[src/rtl/button_pio_in_if.sv]
// rtl/button_pio_in_if.sv - Avalon-MM slave bus bundle for the button input PIO
//
// Signals:
//   address    word address (3 bits)
//   chipselect slave select
//   write_n    active-low write strobe, qualified by chipselect
//   writedata  write data (32 bits)
//   readdata   read data, combinational from address (32 bits)
// Modports: master drives the request side, slave drives readdata.

interface button_pio_in_if;
    logic [2:0]  address;
    logic        chipselect;
    logic        write_n;
    logic [31:0] writedata;
    logic [31:0] readdata;

    modport master (
        output address,
        output chipselect,
        output write_n,
        output writedata,
        input  readdata
    );

    modport slave (
        input  address,
        input  chipselect,
        input  write_n,
        input  writedata,
        output readdata
    );
endinterface

[src/rtl/button_pio_in.sv]
// rtl/button_pio_in.sv - Avalon-MM input PIO with sync, optional debounce, edge capture and irq
//
// Purpose: per-bit two-flop synchronizer, optional debounce, edge detect,
//   write-1-to-clear edge-capture register and a maskable level interrupt.
// Optional feature macro: BUTTON_PIO_DEBOUNCE_EN (per-bit debounce counters).
// Ports:
//   clk      system clock, rising edge
//   reset_n  synchronous active-low reset
//   bus      button_pio_in_if.slave (address/chipselect/write_n/writedata/readdata)
//   in_port  asynchronous external inputs, WIDTH bits
//   irq      level interrupt, active high
// Register map: 0 DATA (RO), 2 IRQ_MASK (RW), 3 EDGE_CAP (W1C), others read 0.

module button_pio_in #(
    parameter int WIDTH           = 8,
    parameter int EDGE_TYPE       = 1,
    parameter int RESET_LEVEL     = 1,
    parameter int DEBOUNCE_CYCLES = 50000
) (
    input  logic                 clk,
    input  logic                 reset_n,
    button_pio_in_if.slave       bus,
    input  logic [WIDTH-1:0]     in_port,
    output logic                 irq
);

    localparam logic [WIDTH-1:0] RST_VAL = (RESET_LEVEL != 0) ? {WIDTH{1'b1}} : {WIDTH{1'b0}};

    logic [WIDTH-1:0] sync1_q, sync1_d;
    logic [WIDTH-1:0] sync2_q, sync2_d;
    logic [WIDTH-1:0] deb;
    logic [WIDTH-1:0] deb_dly_q, deb_dly_d;
    logic [WIDTH-1:0] edge_cap_q, edge_cap_d;
    logic [WIDTH-1:0] irq_mask_q, irq_mask_d;
    logic [WIDTH-1:0] rise, fall, edge_v, clr;
    logic             wr_en;
    logic [31:0]      rdata;
    logic             unused_wdata;

    // Only the low WIDTH bits of writedata are meaningful.
    assign unused_wdata = ^bus.writedata;

    always_comb begin
        sync1_d = in_port;
        sync2_d = sync1_q;
    end

`ifdef BUTTON_PIO_DEBOUNCE_EN
    localparam int CW = $clog2(DEBOUNCE_CYCLES + 1);
    localparam logic [CW-1:0] CNT_LAST = CW'(DEBOUNCE_CYCLES - 1);

    logic [WIDTH-1:0] deb_q, deb_d;
    logic [CW-1:0]    cnt_q [WIDTH];
    logic [CW-1:0]    cnt_d [WIDTH];

    // A bit must disagree with deb for DEBOUNCE_CYCLES consecutive cycles
    // before deb follows; any agreeing cycle restarts the window.
    always_comb begin
        deb_d = deb_q;
        for (int i = 0; i < WIDTH; i++) begin
            cnt_d[i] = '0;
            if (sync2_q[i] != deb_q[i]) begin
                if (cnt_q[i] == CNT_LAST) begin
                    deb_d[i] = sync2_q[i];
                end else begin
                    cnt_d[i] = cnt_q[i] + 1'b1;
                end
            end
        end
    end

    always_ff @(posedge clk) begin
        if (!reset_n) begin
            deb_q <= RST_VAL;
            for (int i = 0; i < WIDTH; i++) begin
                cnt_q[i] <= '0;
            end
        end else begin
            deb_q <= deb_d;
            for (int i = 0; i < WIDTH; i++) begin
                cnt_q[i] <= cnt_d[i];
            end
        end
    end

    assign deb = deb_q;
`else
    localparam int unused_debounce_cycles = DEBOUNCE_CYCLES;

    assign deb = sync2_q;
`endif

    // Edge detect against the one-cycle delayed debounced value; both
    // reset to the same level so nothing fires right after reset.
    always_comb begin
        deb_dly_d = deb;
        rise      = deb & ~deb_dly_q;
        fall      = ~deb & deb_dly_q;
        case (EDGE_TYPE)
            0:       edge_v = rise;
            1:       edge_v = fall;
            default: edge_v = rise | fall;
        endcase
    end

    // Register writes; a new edge beats a same-cycle W1C on that bit.
    always_comb begin
        wr_en      = bus.chipselect & ~bus.write_n;
        clr        = '0;
        irq_mask_d = irq_mask_q;
        if (wr_en && bus.address == 3'd3) begin
            clr = bus.writedata[WIDTH-1:0];
        end
        if (wr_en && bus.address == 3'd2) begin
            irq_mask_d = bus.writedata[WIDTH-1:0];
        end
        edge_cap_d = (edge_cap_q & ~clr) | edge_v;
    end

    always_ff @(posedge clk) begin
        if (!reset_n) begin
            sync1_q    <= RST_VAL;
            sync2_q    <= RST_VAL;
            deb_dly_q  <= RST_VAL;
            edge_cap_q <= '0;
            irq_mask_q <= '0;
        end else begin
            sync1_q    <= sync1_d;
            sync2_q    <= sync2_d;
            deb_dly_q  <= deb_dly_d;
            edge_cap_q <= edge_cap_d;
            irq_mask_q <= irq_mask_d;
        end
    end

    // Zero-latency read mux, no side effects, chipselect not required.
    always_comb begin
        rdata = '0;
        case (bus.address)
            3'd0:    rdata[WIDTH-1:0] = deb;
            3'd2:    rdata[WIDTH-1:0] = irq_mask_q;
            3'd3:    rdata[WIDTH-1:0] = edge_cap_q;
            default: rdata = '0;
        endcase
    end

    assign bus.readdata = rdata;
    assign irq          = |(edge_cap_q & irq_mask_q);

endmodule

[src/flat_wrapper.sv]
// flat-port wrapper written by rule: the top's interface ports become plain ports
module button_pio_in_flat 
#(
    parameter int WIDTH           = 8,
    parameter int EDGE_TYPE       = 1,
    parameter int RESET_LEVEL     = 1,
    parameter int DEBOUNCE_CYCLES = 50000
)
  (clk, reset_n, in_port, irq, bus_address, bus_chipselect, bus_write_n, bus_writedata, bus_readdata);
  button_pio_in_if bus_i ();
  input  logic clk;
  input  logic reset_n;
  input  logic [WIDTH-1:0] in_port;
  output logic irq;
  input wire logic [$bits(bus_i.address)-1:0] bus_address;
  input wire logic [$bits(bus_i.chipselect)-1:0] bus_chipselect;
  input wire logic [$bits(bus_i.write_n)-1:0] bus_write_n;
  input wire logic [$bits(bus_i.writedata)-1:0] bus_writedata;
  output wire logic [$bits(bus_i.readdata)-1:0] bus_readdata;
  assign bus_i.address = bus_address;
  assign bus_i.chipselect = bus_chipselect;
  assign bus_i.write_n = bus_write_n;
  assign bus_i.writedata = bus_writedata;
  assign bus_readdata = bus_i.readdata;
  button_pio_in #(.WIDTH(WIDTH), .EDGE_TYPE(EDGE_TYPE), .RESET_LEVEL(RESET_LEVEL), .DEBOUNCE_CYCLES(DEBOUNCE_CYCLES)) u_core (.clk(clk), .reset_n(reset_n), .bus(bus_i), .in_port(in_port), .irq(irq));
endmodule
[config.mk]
export PLATFORM = sky130hd
export DESIGN_NAME = button_pio_in_flat
export DESIGN_NICKNAME = d
export VERILOG_FILES = /design/src/rtl/button_pio_in_if.sv /design/src/rtl/button_pio_in.sv /design/src/flat_wrapper.sv
export SDC_FILE = /design/constraint.sdc
export NUM_CORES = 1
export LEC_CHECK = 0
export CAP_MARGIN = 30
export CORE_ASPECT_RATIO = 0.75
export CORE_MARGIN = 4
export CORE_UTILIZATION = 43
export CTS_BUF_LIST = sky130_fd_sc_hd__clkbuf_8
export DETAILED_ROUTE_END_ITERATION = 6
export PLACE_DENSITY = 0.8
export SETUP_SLACK_MARGIN = 0.15
export SLEW_MARGIN = 20
export SYNTH_ARGS = -nofsm -noshare
export SYNTH_HDL_FRONTEND = slang
export SYNTH_SLANG_ARGS = --single-unit
[constraint.sdc]
create_clock -name clk -period 1.4 [get_ports clk]
set_input_delay 0.14 -clock clk [delete_from_list [all_inputs] [get_ports clk]]
set_output_delay 0.14 -clock clk [all_outputs]
set_load 0.05 [all_outputs]
==> qor.yml, run 1 <==
preCtsSetupSlack_ns: -0.268
utilization: 0.648
start_util: 0.466
rows: 19
drt-initial-drc-count: 88
die_w_um: 82.2
numCtsBuffers: 5
drc_errors: 0
h-tree-depth: 2
grtUsageTotal: 0.147
cts_max_path_buffers: 2
worstHoldPathType: "in2reg"
die_y_um: 63.6
io_buffers: 31
period_minus_slack_ns: 1.41
seq_area_um2: 820
cts-root-buf: "clkbuf_8"
vias: 1288
clock_latency_ns: 0.30
synth_top_family_by_area: "simple AND/OR/NAND/NOR gates"
power_mw: 2.68
tns_ns: -0.0110
timing.rr.start: "u_core.deb[4]"
clock.fmax_mhz: 711
hold_buffers: 0
post-dp-hpwl_um: 2580
drtAntennaViolNets: 0
cts_sinks: 40
synth-compound-area-share: 0.0677
worstSetupPathType: "reg2out"
clkTransAtPathRegs_ns: 0.08
antenna_found_initial: 0
synth_mux_area_frac: 0.0903
hold_viol_final: 0
fin_cells: 287
core_area_um2: 3800
critPathRequiredTime_ns: 1.26
outcome: "finished, violations left"
rsz0062_at_grt: "true"
ys_types: 20
crit_chain: "mux2i_1 -> or2_4 -> a21oi_4 -> buf_12"
setup_slack_ns: -0.00653
cpPeakStageDelay_ns: 0.35
arrival_ns: 1.27
end_kind: "primary output"
grt_max_degree: 49
diodes: 0
syn_area_per_cell_um2: 9.15
grt_pass1_vias: 1224
ys_seq_area_frac: 0.451
hold_path_startpoint: "in_port[4]"
fillCellCount: 315
fin_skew_ns: 0.00268
cap_violations: 0
synth_seq_cells: 40
multi_input_area_um2: 921
io_pins: 80
synthSimpleGateAreaFrac: 0.237
critPathBufInv: 1
firstDrtPassIters: 4
leakagePower_nw: 1.05
yosys.area_share.adder: 0
overflow: 0
timing.final.crit_share: 1.00
fin_nets: 281
path_max_fanout: 3
power_density_nw_per_um2: 1090
ir_worst_vdd_mv: 0.732
syn_area_um2: 1770
start_kind: "flip-flop"
syn_to_final_growth_pct: 38.9
cp-startpoint: "u_core.irq_mask_q[4]"
vias_per_cell: 4.49
dieArea_um2: 5230
wl_per_cell_um: 12.2
path_delay_family: "flip-flops"
dpl.cell_count: 278
grt_pass1_wl_um: 5750
synthXorXnorAreaFrac: 0
yosysWarnings: 0
slew_violations: 0
setup_viol: 3
gp_congestion: 0.809
wirelength_um: 3490
cts_tree: "done"
syn_inst: 194
drive_gt1_frac: 0.315
crit_slowest_cell: "dfxtp_2"
violations: "negative setup slack"
-- registers in the layout, summed over array words and instances (netlist names) --
| signal | flops |
|---|---|
| u_core.deb | 8 |
| u_core.deb_dly_q | 8 |
| u_core.edge_cap_q | 8 |
| u_core.irq_mask_q | 8 |
| u_core.sync1_q | 8 |
-- cells in the final DEF (no fill, tap or decap), types with 2 or more instances in the layout --
cell type         n
a21oi_4           8
a22oi_2           3
and3_2            8
buf_12           10
buf_4             9
buf_6             2
clkbuf_8          6
clkdlybuf4s50_1  20
conb_1           24
dfxtp_1          25
dfxtp_2          15
dlygate4sd2_1     2
inv_1             8
mux2i_1          16
nand2_1          31
nand2b_1         24
o22ai_1           8
or2_4             8
-- path summary, 6_finish.rpt --
kind | endpoint | slack, ns | cells past startpoint
setup / recovery | bus_readdata[4] | -0.007 | 4
setup reg to reg | u_core.edge_cap_q[4] | 0.71 | 2
hold reg to reg | u_core.deb[5] | 0.41 | 1
hold / removal | u_core.sync1_q[4] | 0.39 | 2
-- per-layer routing --
metal | up-vias | share of wire | GRT usage
li1 | 658 | - | -
met1 | 587 | 0.48 | 0.203
met2 | 36 | 0.43 | 0.203
met3 | 7 | 0.081 | 0.0655
met4 | 0 | 0.013 | 0.0456
met5 | - | 0 | 0
-- stage by stage --
stage | hold WS, ns | cell area (um2)
floorplan | 0.241 | 1940
global placement | 0.388 | 2260
detailed placement | 0.391 | 2260
CTS | 0.382 | 2450
global route | 0.385 | 2460
finish | 0.391 | 2460
-- report_power, final --
part	total (mW)	internal (mW)	leakage, nW	switching [mW]
clock network	0.981	0.582	0.0614	0.399
logic	0.495	0.193	0.662	0.302
registers	1.21	1.18	0.331	0.0250
total	2.68	1.96	1.05	0.726
-- final cells by class --
cell class / instances / area share
Tap cell: 52 / 0.0264
Timing Repair Buffer: 43 / 0.206
Inverter: 8 / 0.0122
Multi-Input combinational cell: 136 / 0.374
Clock buffer: 6 / 0.0335
Clock inverter: 2 / 0.0157
Sequential cell: 40 / 0.332
-- repair_timing --
| item | 4_1_cts | 5_1_grt |
|---|---|---|
| pin swaps | 10 | 3 |
| gates resized for setup | 30 | 4 |
| endpoints found under the hold margin | 0 | 0 |
| endpoints found under the setup margin | 9 | 9 |
| setup buffers | 1 | 0 |
-- cells by family (layout without fill, tap and decap cells) --
kind of cell,after synthesis,in the layout
AOI/OAI and AO/OA,20,20
buffers and inverters,41,59
DFF,40,40
muxes,16,16
other,1,24
and+or+nand+nor,76,76
-- synth_stat cells, drive strengths merged --
cell type  count  area (um2)
o22ai          8        50.1
a21oi          8        40.0
nand2b        24         150
mux2i         16         160
inv            8        30.0
and3b          1        8.76
and3           8        60.1
and2           1        6.26
nand4          1        6.26
buf           31         231
clkbuf         2        7.51
nor3b          1        18.8
nand2         32         120
dfxtp         40         801
conb           1        3.75
a22oi          4        30.0
or2            8        50.1
(Power assumes the default switching activity.)
==> run 2: changes to the inputs <==
--- a/config.mk
+++ b/config.mk
@@ -8,10 +8,9 @@
 export CAP_MARGIN = 30
 export CORE_ASPECT_RATIO = 0.75
 export CORE_MARGIN = 4
-export CORE_UTILIZATION = 43
-export CTS_BUF_LIST = sky130_fd_sc_hd__clkbuf_8
+export CORE_UTILIZATION = 41
 export DETAILED_ROUTE_END_ITERATION = 6
-export PLACE_DENSITY = 0.8
+export PLACE_DENSITY = 0.77
 export SETUP_SLACK_MARGIN = 0.15
 export SLEW_MARGIN = 20
 export SYNTH_ARGS = -nofsm -noshare
==> run 2 against run 1 <==
  * The flow now finishes without violations
  * Utilization shrank 5.3 points
  * Total power fell by 7.0%
  * First-iteration DRC count increased by 48%
  * Hold slack gained 0.014 ns
  * Critical path type unchanged
  * Largest cell class unchanged
==> qor.yml, run 2 (synthesis results as in run 1) <==
outcome: "finished clean"
final_cell_mix: "32 x nand2_1, 24 x nand2b_1, 24 x conb_1, 24 x dfxtp_1, 20 x clkdlybuf4s50_1"
clkTransAtPathRegs_ns: 0.08
grtUsageTotal: 0.131
gp_congestion: 0.868
drt-initial-drc-count: 130
antenna_found_initial: 0
cts_sinks: 40
rows: 20
worstHoldPathType: "in2reg"
preCtsSetupSlack_ns: -0.285
clock.fmax_mhz: 723
timing.final.crit_share: 0.988
setup_viol: 0
io_buffers: 31
vias: 1310
postCtsSetupRepairBufs: 0
setup_slack_ns: 0.0170
path_max_fanout: 3
cts-root-buf: "clkbuf_8"
worstSetupPathType: "reg2out"
h-tree-depth: 2
core_area_um2: 4100
firstDrtPassIters: 4
hold_buffers: 0
post-dp-hpwl_um: 2590
clock_latency_ns: 0.29
end_kind: "primary output"
ir_worst_vdd_mv: 0.549
wl_per_cell_um: 12.0
fin_skew_ns: 0.00305
wirelength_um: 3490
die_y_um: 65.0
cts_max_path_buffers: 2
syn_to_final_growth_pct: 37.6
final_common_cell: "nand2_1"
grt_pass1_wl_um: 5660
drc_errors: 0
fillCellCount: 376
drive_gt1_frac: 0.306
slew_violations: 0
die_w_um: 84.0
cts_tree: "done"
numCtsBuffers: 5
whs_ns: 0.405
dieArea_um2: 5450
start_util: 0.432
start_kind: "flip-flop"
arrival_ns: 1.24
rsz0062_at_grt: "true"
vias_per_cell: 4.52
power_mw: 2.50
period_minus_slack_ns: 1.38
drtAntennaViolNets: 0
cap_violations: 0
io_pins: 80
hold_viol_final: 0
grt_pass1_vias: 1210
overflow: 0
diodes: 0
power_density_nw_per_um2: 1020
tns_ns: 0
critPathRequiredTime_ns: 1.26
fin_nets: 281
leakagePower_nw: 1.03
grt_max_degree: 49
## run 2: worst max-delay path, stage by stage (launching register included)
cell and delay (ns):
dfxtp_2 0.35, mux2i_1 0.07, or2_4 0.24, a21oi_4 0.15, buf_12 0.15
## run 2: per-stage QoR
stage,std cells,instance area (um2),utilization
global placement,282,2290,0.558
global route,290,2440,0.595
floorplan,217,1940,-
detailed placement,282,2290,0.558
finish,290,2440,0.595
CTS,290,2440,0.594
## run 2: where the power goes
group | switching (mW) | internal [mW] | total (mW)
Sequential | 0.0252 | 1.18 | 1.21
Combinational | 0.300 | 0.194 | 0.495
Clock | 0.396 | 0.398 | 0.794
## run 2: repair_timing
item	CTS	global route
gates cloned	0	0
pin swaps	11	2
resized for setup	28	1
endpoints found under the setup margin	9	9
## run 2: worst paths after layout
path	startpoint	endpoint	slack, ns	cells past startpoint
max reg2reg	u_core.deb[7]	u_core.edge_cap_q[7]	0.67	2
min reg2reg	u_core.sync1_q[2]	u_core.deb[2]	0.41	1
min	in_port[5]	u_core.sync1_q[5]	0.40	2
max	u_core.irq_mask_q[7]	bus_readdata[7]	0.02	4
## run 2: per-layer routing
metal  GRT usage  vias to the layer above  part of all wire
met5           0                        -                 0
met2       0.196                       48              0.46
li1            -                      658                 -
met4      0.0442                        0             0.011
met1       0.177                      599              0.44
met3      0.0419                        5             0.085
## run 2: area by class of cell
type                            count  area, um2  share of cell area
Tap cell                           55       68.8              0.0282
Clock buffer                        6       82.6              0.0338
Sequential cell                    40        821               0.336
Timing Repair Buffer               43        513               0.210
Clock inverter                      2       15.0             0.00615
Multi-Input combinational cell    136        911               0.373
Inverter                            8       30.0              0.0123
==> run 3: changes to the inputs <==
--- a/config.mk
+++ b/config.mk
@@ -10,7 +10,7 @@
 export CORE_MARGIN = 4
 export CORE_UTILIZATION = 41
 export DETAILED_ROUTE_END_ITERATION = 6
-export PLACE_DENSITY = 0.77
+export PLACE_DENSITY = 0.89
 export SETUP_SLACK_MARGIN = 0.15
 export SLEW_MARGIN = 20
 export SYNTH_ARGS = -nofsm -noshare
==> run 3 against run 2 <==
  * The run now ends with negative setup slack left
  * Critical path type unchanged
  * Critical path depth unchanged
  * Via count up 3.4%
  * Register-to-register slack worse by 0.09 ns
  * Sequential share of layout area down 0.99 points
==> qor.yml, run 3 (synthesis results as in run 1) <==
firstDrtPassIters: 4
wirelength_um: 3860
wl_per_cell_um: 13.0
h-tree-depth: 2
clkTransAtPathRegs_ns: 0.07
clock_latency_ns: 0.29
io_buffers: 31
rsz0062_at_grt: "true"
fin_skew_ns: 0.00656
place_area_um2: 2290
r2r_cells: 3
numCtsBuffers: 5
ir_worst_vdd_mv: 0.655
period_minus_slack_ns: 1.41
core_area_um2: 4100
grtUsageTotal: 0.149
hold_depth: 2
end_kind: "primary output"
power_mw: 2.53
power_density_nw_per_um2: 1010
vias: 1354
grt_max_degree: 49
final_common_cell: "nand2_1"
grt_pass1_vias: 1315
cts_tree: "done"
cap_violations: 0
start_kind: "flip-flop"
cts_max_path_buffers: 2
arrival_ns: 1.27
worstHoldPathType: "in2reg"
hold_viol_final: 0
syn_to_final_growth_pct: 41.5
die_y_um: 65.0
drtAntennaViolNets: 0
rows: 20
vias_per_cell: 4.57
fin_area_um2: 2510
fillCellCount: 342
grt_pass1_wl_um: 6290
gp_congestion: 0.880
outcome: "finished, violations left"
timing.final.crit_share: 1.01
post-dp-hpwl_um: 2740
final_cell_mix: "32 x nand2_1, 25 x dfxtp_1, 24 x nand2b_1, 24 x conb_1, 20 x clkdlybuf4s50_1"
clock.fmax_mhz: 709
die_w_um: 84.0
start_util: 0.432
fin_nets: 288
overflow: 0
drive_gt1_frac: 0.328
diodes: 0
cts_sinks: 40
drt-initial-drc-count: 85
dieArea_um2: 5450
violations: "negative setup slack"
setup_slack_ns: -0.00953
path_max_fanout: 2
drc_errors: 0
antenna_found_initial: 0
worstSetupPathType: "reg2out"
critPathRequiredTime_ns: 1.26
slew_violations: 0
leakagePower_nw: 1.08
hold_buffers: 0
setup_viol: 1
cts-root-buf: "clkbuf_8"
io_pins: 80
[run 3: changes by cell type in the layout (fill, tap and decap cells not counted), sizes merged]
cell      before  now
buf           21   28
clkbuf         6    7
clkinvlp       2    0
[run 3: path summary, 6_finish.rpt]
path / to / startpoint / slack [ns]
hold / removal: u_core.sync1_q[5] / in_port[5] / 0.40
setup / recovery: bus_readdata[6] / u_core.irq_mask_q[6] / -0.01
hold reg to reg: u_core.deb[3] / u_core.sync1_q[3] / 0.41
setup reg to reg: u_core.edge_cap_q[4] / u_core.deb[4] / 0.58
[run 3: per-stage QoR]
| step | util | setup TNS (ns) | hold slack (ns) | setup slack (ns) | cells |
|---|---|---|---|---|---|
| 2_1_floorplan | - | 0 | 0.241 | 0.0271 | 217 |
| 3_3_place_gp | 0.558 | -2.18 | 0.392 | -0.240 | 282 |
| 3_5_place_dp | 0.558 | -2.85 | 0.391 | -0.256 | 282 |
| 4_1_cts | 0.608 | -0.0154 | 0.392 | -0.00938 | 295 |
| 5_1_grt | 0.612 | -0.406 | 0.389 | -0.0732 | 296 |
| 6_report | 0.612 | -0.00953 | 0.404 | -0.00953 | 296 |
[run 3: timing repair]
action                                  4_1_cts  5_1_grt
hold endpoints to repair                      0        0
setup buffers                                 6        1
endpoints found under the setup margin        9       12
gates resized for setup                      31        4
pin swaps                                     8        3
[run 3: power breakdown]
part | internal [mW] | switching (mW)
sequential | 1.18 | 0.0262
combinational | 0.203 | 0.307
clock | 0.438 | 0.370
[run 3: layout make-up]
cell class                 count  area (um2)  share of cell area
tap                           55        68.8              0.0274
timing repair buffer          50         581               0.231
inverter                       8        30.0              0.0120
sequential                    40         820               0.326
multi-input combinational    136         916               0.365
clock buffer                   7        96.3              0.0384
[run 3: routing by layer]
layer	share of wire	routed length, um	vias to the layer above	track usage
met5	0	0	-	0
met4	0.013	50	0	0.0482
met3	0.080	310	7	0.0559
met2	0.45	1750	49	0.236
met1	0.45	1750	624	0.189
li1	-	-	674	-
[run 3: worst max-delay path, stage by stage, from the launching register on]
cell	delay, ns
dfxtp_2	0.34
mux2i_1	0.08
or2_4	0.24
a21oi_4	0.16
buf_12	0.15
